===== src/rtl/sp_eval_fetch_pkg.sv =====
// Shared sprite-pipeline types: secondary OAM entry, back-buffer entry and
// the evaluation state encoding.
package sp_eval_fetch_pkg;

    localparam int SPRITE_WIDTH  = 8;
    localparam int SPRITE_H      = 8;
    localparam int N_SPRITES     = 64;
    localparam int SEC_OAM_SLOTS = 8;

    typedef struct packed {
        logic                    active;
        logic [7:0]              x_pos;
        logic [7:0]              attribute;
        logic [SPRITE_WIDTH-1:0] bitmap_lo;
        logic [SPRITE_WIDTH-1:0] bitmap_hi;
    } second_oam_t;

    // Back-buffer slot keeps what the pattern fetch needs beyond the front view.
    typedef struct packed {
        second_oam_t sp;
        logic [7:0]  tile;
        logic [2:0]  row_diff;
    } back_entry_t;

    typedef enum logic [2:0] {
        S_IDLE,
        S_CLEAR,
        S_EVAL_Y,
        S_EVAL_T,
        S_EVAL_A,
        S_EVAL_X,
        S_FETCH_LO,
        S_FETCH_HI
    } eval_state_t;

endpackage


===== src/rtl/sp_eval_fetch_pat_addr.sv =====
// Pattern-table byte address for one sprite row/plane, with vertical flip.
module sp_pat_addr (
    input  logic [7:0]  tile,
    input  logic [2:0]  row_diff,
    input  logic        vflip,
    input  logic        table_sel,
    input  logic        plane,
    output logic [13:0] addr
);
    logic [2:0] fine_y;

    always_comb begin
        fine_y = vflip ? (3'd7 - row_diff) : row_diff;
        addr   = {1'b0, table_sel, tile, plane, fine_y};
    end
endmodule


===== src/rtl/sp_eval_fetch.sv =====
// Per-scanline sprite evaluation and pattern fetch into a double-buffered
// eight-slot secondary OAM.
//   state      | meaning
//   S_IDLE     | waiting for eval_start; swap copies back to front
//   S_CLEAR    | wipe back buffer, slot count and flags
//   S_EVAL_Y   | read Y of sprite spr, range test (2 cycles)
//   S_EVAL_T/A/X | read tile / attribute / X into the next slot (2 cycles each)
//   S_FETCH_LO | low plane read for slot fidx (skip if inactive)
//   S_FETCH_HI | high plane read for slot fidx
module sp_eval_fetch
    import sp_eval_fetch_pkg::*;
(
    input  logic                   clk,
    input  logic                   rst_n,
    input  logic                   eval_start,
    input  logic [8:0]             target_row,
    input  logic                   swap,
    input  logic                   sp_table_sel,
    output logic [7:0]             oam_addr,
    input  logic [7:0]             oam_rdata,
    output logic                   vram_req,
    output logic [13:0]            vram_addr,
    input  logic                   vram_ack,
    input  logic [7:0]             vram_rdata,
    output second_oam_t [7:0]      sec_oam,
    output logic                   sp0_present,
    output logic                   sp_overflow,
    output logic                   busy
);
    eval_state_t        state, state_nx;
    logic               phase;
    logic [5:0]         spr;
    logic [3:0]         slot_cnt;
    logic [2:0]         slot_idx;
    logic [2:0]         fidx;
    logic [8:0]         row_q;
    back_entry_t [7:0]  back;
    logic               back_sp0, back_ovf;
    logic               gap;
    logic [8:0]         diff;
    logic               in_range, last_spr, last_slot, cur_active, plane, xfer;
    logic [13:0]        pat_addr;

    assign diff       = row_q - {1'b0, oam_rdata};
    assign in_range   = diff < 9'(SPRITE_H);
    assign last_spr   = spr == 6'(N_SPRITES - 1);
    assign last_slot  = fidx == 3'(SEC_OAM_SLOTS - 1);
    assign slot_idx   = slot_cnt[2:0];
    assign cur_active = back[fidx].sp.active;
    assign plane      = state == S_FETCH_HI;
    assign xfer       = vram_req && vram_ack;

    sp_pat_addr u_pat_addr (
        .tile      (back[fidx].tile),
        .row_diff  (back[fidx].row_diff),
        .vflip     (back[fidx].sp.attribute[7]),
        .table_sel (sp_table_sel),
        .plane     (plane),
        .addr      (pat_addr)
    );

    always_ff @(posedge clk or negedge rst_n) begin
        if (!rst_n) state <= S_IDLE;
        else        state <= state_nx;
    end

    always_comb begin
        state_nx = state;
        if (eval_start) begin
            state_nx = S_CLEAR;
        end else begin
            case (state)
                S_IDLE:   state_nx = S_IDLE;
                S_CLEAR:  state_nx = S_EVAL_Y;
                S_EVAL_Y: if (phase) begin
                    if (in_range)
                        state_nx = (slot_cnt == 4'(SEC_OAM_SLOTS)) ? S_FETCH_LO : S_EVAL_T;
                    else if (last_spr)
                        state_nx = S_FETCH_LO;
                end
                S_EVAL_T: if (phase) state_nx = S_EVAL_A;
                S_EVAL_A: if (phase) state_nx = S_EVAL_X;
                S_EVAL_X: if (phase) state_nx = last_spr ? S_FETCH_LO : S_EVAL_Y;
                S_FETCH_LO: begin
                    if (!cur_active) state_nx = last_slot ? S_IDLE : S_FETCH_LO;
                    else if (xfer)   state_nx = S_FETCH_HI;
                end
                S_FETCH_HI: if (xfer) state_nx = last_slot ? S_IDLE : S_FETCH_LO;
                default:  state_nx = S_IDLE;
            endcase
        end
    end

    always_comb begin
        busy      = state != S_IDLE;
        oam_addr  = '0;
        vram_req  = 1'b0;
        case (state)
            S_EVAL_Y:   oam_addr = {spr, 2'd0};
            S_EVAL_T:   oam_addr = {spr, 2'd1};
            S_EVAL_A:   oam_addr = {spr, 2'd2};
            S_EVAL_X:   oam_addr = {spr, 2'd3};
            // One idle cycle after every ack so each read is a separate request.
            S_FETCH_LO,
            S_FETCH_HI: vram_req = cur_active && !gap;
            default:    ;
        endcase
        vram_addr = vram_req ? pat_addr : '0;
    end

    always_ff @(posedge clk or negedge rst_n) begin
        if (!rst_n) begin
            sec_oam     <= '0;
            sp0_present <= 1'b0;
            sp_overflow <= 1'b0;
            back        <= '0;
            back_sp0    <= 1'b0;
            back_ovf    <= 1'b0;
            row_q       <= '0;
            phase       <= 1'b0;
            spr         <= '0;
            slot_cnt    <= '0;
            fidx        <= '0;
            gap         <= 1'b0;
        end else begin
            if (swap) begin
                if (state == S_IDLE) begin
                    for (int i = 0; i < SEC_OAM_SLOTS; i++) sec_oam[i] <= back[i].sp;
                    sp0_present <= back_sp0;
                    sp_overflow <= back_ovf;
                end else begin
                    sec_oam     <= '0;
                    sp0_present <= 1'b0;
                    sp_overflow <= 1'b0;
                end
            end
            if (eval_start) row_q <= target_row;
            gap <= xfer;
            case (state)
                S_CLEAR: begin
                    back     <= '0;
                    back_sp0 <= 1'b0;
                    back_ovf <= 1'b0;
                    slot_cnt <= '0;
                    spr      <= '0;
                    phase    <= 1'b0;
                    fidx     <= '0;
                end
                S_EVAL_Y: begin
                    phase <= !phase;
                    if (phase) begin
                        if (!in_range) begin
                            spr <= spr + 6'd1;
                        end else if (slot_cnt == 4'(SEC_OAM_SLOTS)) begin
                            back_ovf <= 1'b1;
                        end else begin
                            back[slot_idx].row_diff <= diff[2:0];
                            if (spr == 6'd0) back_sp0 <= 1'b1;
                        end
                    end
                end
                S_EVAL_T: begin
                    phase <= !phase;
                    if (phase) back[slot_idx].tile <= oam_rdata;
                end
                S_EVAL_A: begin
                    phase <= !phase;
                    if (phase) back[slot_idx].sp.attribute <= oam_rdata;
                end
                S_EVAL_X: begin
                    phase <= !phase;
                    if (phase) begin
                        back[slot_idx].sp.x_pos  <= oam_rdata;
                        back[slot_idx].sp.active <= 1'b1;
                        slot_cnt <= slot_cnt + 4'd1;
                        spr      <= spr + 6'd1;
                    end
                end
                S_FETCH_LO: begin
                    if (!cur_active) fidx <= fidx + 3'd1;
                    else if (xfer)   back[fidx].sp.bitmap_lo <= vram_rdata;
                end
                S_FETCH_HI: begin
                    if (xfer) begin
                        back[fidx].sp.bitmap_hi <= vram_rdata;
                        fidx <= fidx + 3'd1;
                    end
                end
                default: ;
            endcase
        end
    end
endmodule


===== config.mk =====
export PLATFORM = sky130hd
export DESIGN_NAME = sp_eval_fetch
export DESIGN_NICKNAME = d
export VERILOG_FILES = /design/src/rtl/sp_eval_fetch_pkg.sv /design/src/rtl/sp_eval_fetch_pat_addr.sv /design/src/rtl/sp_eval_fetch.sv
export SDC_FILE = /design/constraint.sdc
export NUM_CORES = 1
export LEC_CHECK = 0
export ABC_CLOCK_PERIOD_IN_PS = 3000
export BUFFER_PORTS_ARGS = -buffer_cell sky130_fd_sc_hd__clkbuf_2
export CORE_ASPECT_RATIO = 0.8
export CORE_MARGIN = 2
export CORE_UTILIZATION = 40
export DETAILED_ROUTE_END_ITERATION = 6
export GPL_TIMING_DRIVEN = 0
export REMOVE_ABC_BUFFERS = 1
export SYNTH_ARGS = -nofsm -noshare
export SYNTH_HDL_FRONTEND = slang
export SYNTH_SLANG_ARGS = --single-unit

===== constraint.sdc =====
create_clock -name clk -period 3 [get_ports clk]
set_input_delay 0.3 -clock clk [delete_from_list [all_inputs] [get_ports clk]]
set_output_delay 0.3 -clock clk [all_outputs]
set_load 0.01 [all_outputs]

After elaboration in Yosys (flattened, before gate mapping)
Cells that the tools add are included.
- bits in registers: 647
- input bits: 31
- output and inout port bits: 290
- logic and storage cells: 244
- $add $sub $neg: 5
- magnitude comparators: 5
- equal/unequal tests: 30
- muxes and demuxes: 73
- reduce and logical (&&, ||, !) cells: 24
- operators with widths (cell ; count):
    $mux 352 ; 9
    $bwmux 352 ; 7
    $pmux 352 s7 ; 1
    $demux 44 s3 ; 7
    $mux 264 ; 1
    $bmux 44 s3 ; 1
    $mux 44 ; 2
    $mux 3 ; 17
    $mux 43 ; 1
    $mux 35 ; 1
    $pmux 8 s4 ; 1
    $mux 27 ; 1
    $ne 2x2->1 const B ; 12
    $pmux 3 s8 ; 1
    $mux 19 ; 1
    $mux 6 ; 3
    $pmux 6 s3 ; 1
    $eq 3x3->1 const B ; 5
    $mux 13 ; 1
    $ne 3x3->1 const B ; 4
    $mux 11 ; 1
    $mux 1 ; 10
    $reduce_and 10->1 ; 1
    $lt 9x4->1 const B ; 1
    32 further kinds ; 47

Logic depth before layout (Yosys ltp)
- word-level depth: 9
- depth in mapped cells: 13
- gate-level depth less buffers: 10

Modules after synthesis
From an unflattened synthesis, not the netlist that was laid out.
- cell total of the unflattened synthesis: 2719
- area, all modules: 26741.9 um2
- by module, submodules not included (module ; times used ; cells an instance ; area each (um2)):
    sp_eval_fetch ; 1 ; 2704 ; 26629.3
    sp_pat_addr ; 1 ; 15 ; 112.6

Least setup slack after synthesis
No wires, ideal clock.
- path kind: input -> register
- from: input oam_rdata[5]
- to: register spr[0]
- arrival time: 3.030 ns
- path slack: -0.169 ns
- stages: 13
- buffers on the path: 4
- cell sequence: clkbuf_1 clkbuf_1 clkbuf_1 inv_1 ha_1 and3_1 o21ai_0 mux2_2 a32o_1 and4_1 buf_2 o32ai_1 a221oi_1
- cells in the longest elaborated chain, start to end: 4
- ends and longest elaborated chain (what ; RTL line ; text):
    start: declaration ; sp_eval_fetch.sv:20 ; input logic [7:0] oam_rdata,
    $sub 9x8->9 ; sp_eval_fetch.sv:44 ; assign diff = row_q - {1'b0, oam_rdata};
    $lt 9x4->1 ; sp_eval_fetch.sv:45 ; assign in_range = diff < 9'(SPRITE_H);
    $ne 2x2->1 (no source line) ; - ;
    $reduce_and 4->1 (no source line) ; - ;
    end signal: assignment ; sp_eval_fetch.sv:153 ; spr <= spr + 6'd1;
    end signal: assignment ; sp_eval_fetch.sv:176 ; spr <= spr + 6'd1;
    end: declaration ; sp_eval_fetch.sv:32 ; logic [5:0] spr;
Every way passes these cells.
A chain may end at the register's enable or synchronous reset.

Worst setup path in the final report
- from: register fidx[1]
- to: output vram_addr[4]
- cells in the longest elaborated chain, start to end: 5
- ends and longest elaborated chain (what ; RTL line ; text):
    start: declaration ; sp_eval_fetch.sv:35 ; logic [2:0] fidx;
    start signal: assignment ; sp_eval_fetch.sv:180 ; if (!cur_active) fidx <= fidx + 3'd1;
    start signal: assignment ; sp_eval_fetch.sv:186 ; fidx <= fidx + 3'd1;
    $bmux 44 s3 * ; sp_eval_fetch.sv:49, sp_eval_fetch.sv:54 ;
    $mux 44 * ; - ;
    $logic_and 1x1->1 ; sp_eval_fetch.sv:105 ; S_FETCH_HI: vram_req = cur_active && !gap;
    $mux 1 ; sp_eval_fetch.sv:98 ; case (state)
    $mux 13 * ; sp_eval_fetch.sv:108 ; vram_addr = vram_req ? pat_addr : '0;
    end: declaration ; sp_eval_fetch.sv:22 ; output logic [13:0] vram_addr,
Mark *: on every way between the ends. The rest lies on a longest branch, timed or not. The select of a mux whose other input is x is not followed.

==> results <==
- The flow ran to the end, but the final reports show violations.
- The checks that failed: setup timing.
- Once detailed placement completed, the half-perimeter wirelength came to around 54000 um.
- The number of antenna violations at the first check in global routing is 1.
- Subtracting the final worst setup slack from the clock period gives ~3 ns.
- The largest stage delay on the critical path is roughly 0.50 ns.
- The power per cell area is a little over 700 nW/um^2.
- At the end of routability-driven placement, the weighted congestion stood at around 0.89.
- STA puts the critical path data required time at about 2.7 ns.
- The count of synthesis-stage warnings from yosys is 0.
- The fraction of synthesis flops using an asynchronous set or reset pin is 100.0%.
- The maximum fanout along the worst path is 9.
- In the global route stage, met3 resource usage came out at under 10%.
- The first global-routing pass estimated 132000 um of wire.
- The final hold violation count is 0.
- The number of levels the H-tree was split into is 3.
- The cell sitting at the root of the clock tree is a clkbuf_16.
- In this run the vertical extent of the chip is between 200 and 250 um.
- Buffers inserted during clock tree synthesis total 70.
- Pin placement for this block handled 321 I/O pins.
- The register area is about 16000 um^2.
- The via count of the first global-routing pass is roughly 22000.
- Input and output buffers added on the ports amount to 319.
- The overall global routing resource usage is about a quarter.
- The post-route fraction of the period consumed by the critical path is 100.0%.
- Before antenna repair, the detailed router went through 6 iterations.
- The static power due to leakage is between 15 and 20 nW.
- Static timing analysis puts the maximum clock frequency at around 330 MHz.
- The die covers 72120 um^2.
- Clock latency on the worst-skew pair, taken at its later pin, is 0.62 ns.
- The summed area of non-filler cells in the final layout is between 30000 and 40000 um^2.
- The fraction of the yosys area taken by sequential cells is 57.84%.
- The type of the worst setup path is flop to output pin.
- The register clock-pin slew on the reported worst setup and hold paths is 0.06 ns.
- The final number of setup-violating endpoints is 1.
- The combined area of the multi-input logic cells is around 10000 um^2.
- The max-slew violation count came to 0.
- After the first detailed-routing iteration, the DRC count stood at roughly 2200.
- The transition time of the tightest slew-check pin is 1.239 ns.
- The core area is approximately 69000 um^2.
- The diode insertion count for antenna repair is 0.
- The most instantiated flip-flop cell in the synthesis netlist is dfrtp_1.
- The area growth from synthesis to layout is 20.41%.
- For this design, the slowest cell found on the critical path is dfrtp_2.
- The worst setup path is captured at an output pin.
- By area the synthesized netlist is led by dfrtp_1, a22o_1, o21ai_0.
- Of the cells placed in the final design, the portion with a size suffix greater than 1 is ~20%.
- The cell area after synthesis is around 28000 um^2.
- The clock sink count is about 650.
- The number of maximum-capacitance violations is 0.
- The startpoint class of the critical path is a flop.
- The number of buffers and inverters on the critical path is 4.
- The number of buffers on the longest clock path is 3.
- The final net count is just over 3000.
- The detail route stage leaves a number of antenna-violating nets equal to 0.
- After synthesis, the netlist uses 60 different library cells.
- Walking the worst path, the cells encountered are buf_4 -> nand2b_1 -> o22ai_2 -> o21ai_4 -> buf_12 -> buf_4 -> nor4_4 -> buf_2.
- The sum of negative setup slack is -0.0003122 ns.
- Dividing the detail-routed wire length by the instance count gives about 21 um.
- The post-detailed-route DRC marker count is 0.
- In this run, synthesis inferred 0 flip-flops with an integrated enable.
- Synthesis handed over a netlist of 2800 instances.
- After floorplanning, the core was divided into between 80 and 90 placement rows.
- The post-synthesis sequential element count is between 600 and 700.
- The initial cell density of the core is slightly above 40%.
- The kind of cell with the highest combined delay along the critical path is buffers and inverters.
- TritonCTS built the clock tree.
- In the layout the commonest cells are dfrtp_1, o21ai_0, clkbuf_2, inv_1, nand3_1.
- The via density per instance is between 5 and 6.
- The path class of the tightest hold or removal check is input port to flop.
- The headroom to the max-slew limit is between 15 and 20%.
- The die is roughly 300 um wide.
- Summing internal, switching and leakage power gives roughly 0.024 W.
- For this run the aggregate overflow at the end of global routing stands at 0.
- The top cell type by area accounts for 57.84% of the synthesized area.
- The synthesized design spends more area on one cell type than any other, namely dfrtp_1.
- The post-synthesis average cell area is 9.997 um^2.
- Global routing consumed, on the met1 layer, between 30% and 40% of the routing resources.
- VDD sags by at most approximately 0.41 mV.
- The filler cell count in the final layout is around 6400.
- The routed design has about 86000 um of wire.
- The clock skew is ~0.027 ns.
- Setup repair after global routing could not meet its margin everywhere.
- The pin count of the biggest net entering global routing is 183.
- The global routing stage identified its most utilized layer as met2.
- The worst setup slack after layout is -0.0003122 ns.
- Leaving out fill and tap cells, the most frequent cell in the layout is dfrtp_1.
- The critical path's most frequent cell is buf_4.
- The routed layout has approximately 23000 vias.
- The endpoint arrival time on the critical path is about 2.7 ns.
- Once placement finished, the instance area stood at 30480 um^2.
- In the global route stage, met2 resource usage came out at a little over a third.
- Hold timing on the final database bottoms out at a slack of around 0.14 ns.
==> flip-flops by register name, indices dropped and copies added (netlist names) <==
name         flops
row_q            9
fidx             3
sec_oam        264
state            3
gap              1
spr              6
slot_cnt         4
back           352
back_sp0         1
sp0_present      1
back_ovf         1
sp_overflow      1
phase            1
==> routing by layer <==
layer | part of all wire [%] | up-vias
met5 | 0 | -
met4 | 2.7 | 0
met3 | 6.5 | 156
met2 | 46 | 887
met1 | 45 | 11590
li1 | - | 10420
==> metrics by stage <==
stage | setup slack, ns | std cells | utilization, %
floorplan | -12.93 | 2580 | -
global placement | -24.94 | 3823 | 43.17
detailed placement | -2.661 | 3859 | 44.12
CTS | -0.02497 | 4036 | 48.59
global route | -0.09392 | 4044 | 48.79
finish | -0.0003122 | 4044 | 48.79
==> synth_stat cells, types with 11 or more instances <==
cell / n
dfrtp_1: 647
o21ai_0: 422
inv_1: 285
nand3_1: 283
a22o_1: 251
clkbuf_1: 174
nand2_1: 171
a22oi_1: 99
nor2_1: 94
a21oi_1: 42
o22ai_1: 33
o211ai_1: 31
o21ai_1: 31
buf_1: 23
nand4_1: 21
and2_1: 14
ha_1: 14
nor3_1: 12
mux2i_1: 11
==> cell type report <==
| cell class | count | area share, % |
|---|---|---|
| well taps | 924 | 3.430 |
| flip-flops and latches | 647 | 48.10 |
| clock buffers | 95 | 5.903 |
| clock inverters | 32 | 1.010 |
| repair buffers | 413 | 8.275 |
| inverters | 287 | 3.226 |
| multi-input cells | 1646 | 30.05 |
==> timing repair <==
item	CTS	global route
hold endpoints to repair	115	0
buffers inserted	39	8
endpoints found under the setup margin	393	229
gates resized for setup	67	26
pin swaps	11	4
hold buffers	11	0
==> logic make-up (layout without fill, tap and decap cells) <==
kind of cell	after synthesis	in the layout	synth area share, %
AO/OA/AOI/OAI	950	950	22.23
XOR/XNOR	8	8	0.2503
adder cells (fa/ha/maj)	15	15	0.6973
buffers and inverters	507	827	7.139
flip-flops	647	647	57.84
multiplexers	21	21	0.7957
other	1	1	0.01340
AND/OR/NAND/NOR	651	651	11.04
==> where the power goes <==
| group | total (W) | internal [W] | switching, W |
|---|---|---|---|
| combinational | 0.00608 | 0.00160 | 0.00447 |
| clock | 0.00889 | 0.00519 | 0.00370 |
| sequential | 0.00932 | 0.00895 | 0.000371 |
==> worst paths after layout <==
kind	start	endpoint	slack (ns)	depth (start not counted)
max	fidx[1]$_DFFE_PN0P_	vram_addr[4]	-0.0003	8
min	vram_ack	gap$_DFF_PN0_	0.14	2
max reg2reg	state[2]$_DFFE_PN0P_	back[116]$_DFFE_PN0P_	0.07	5
min reg2reg	back_ovf$_DFFE_PN0P_	back_ovf$_DFFE_PN0P_	0.49	1
max in group asynchronous	rst_n	sec_oam[187]$_DFFE_PN0P_	1.14	4
min in group asynchronous	rst_n	sec_oam[85]$_DFFE_PN0P_	0.37	2
(Power assumes the default switching activity.)
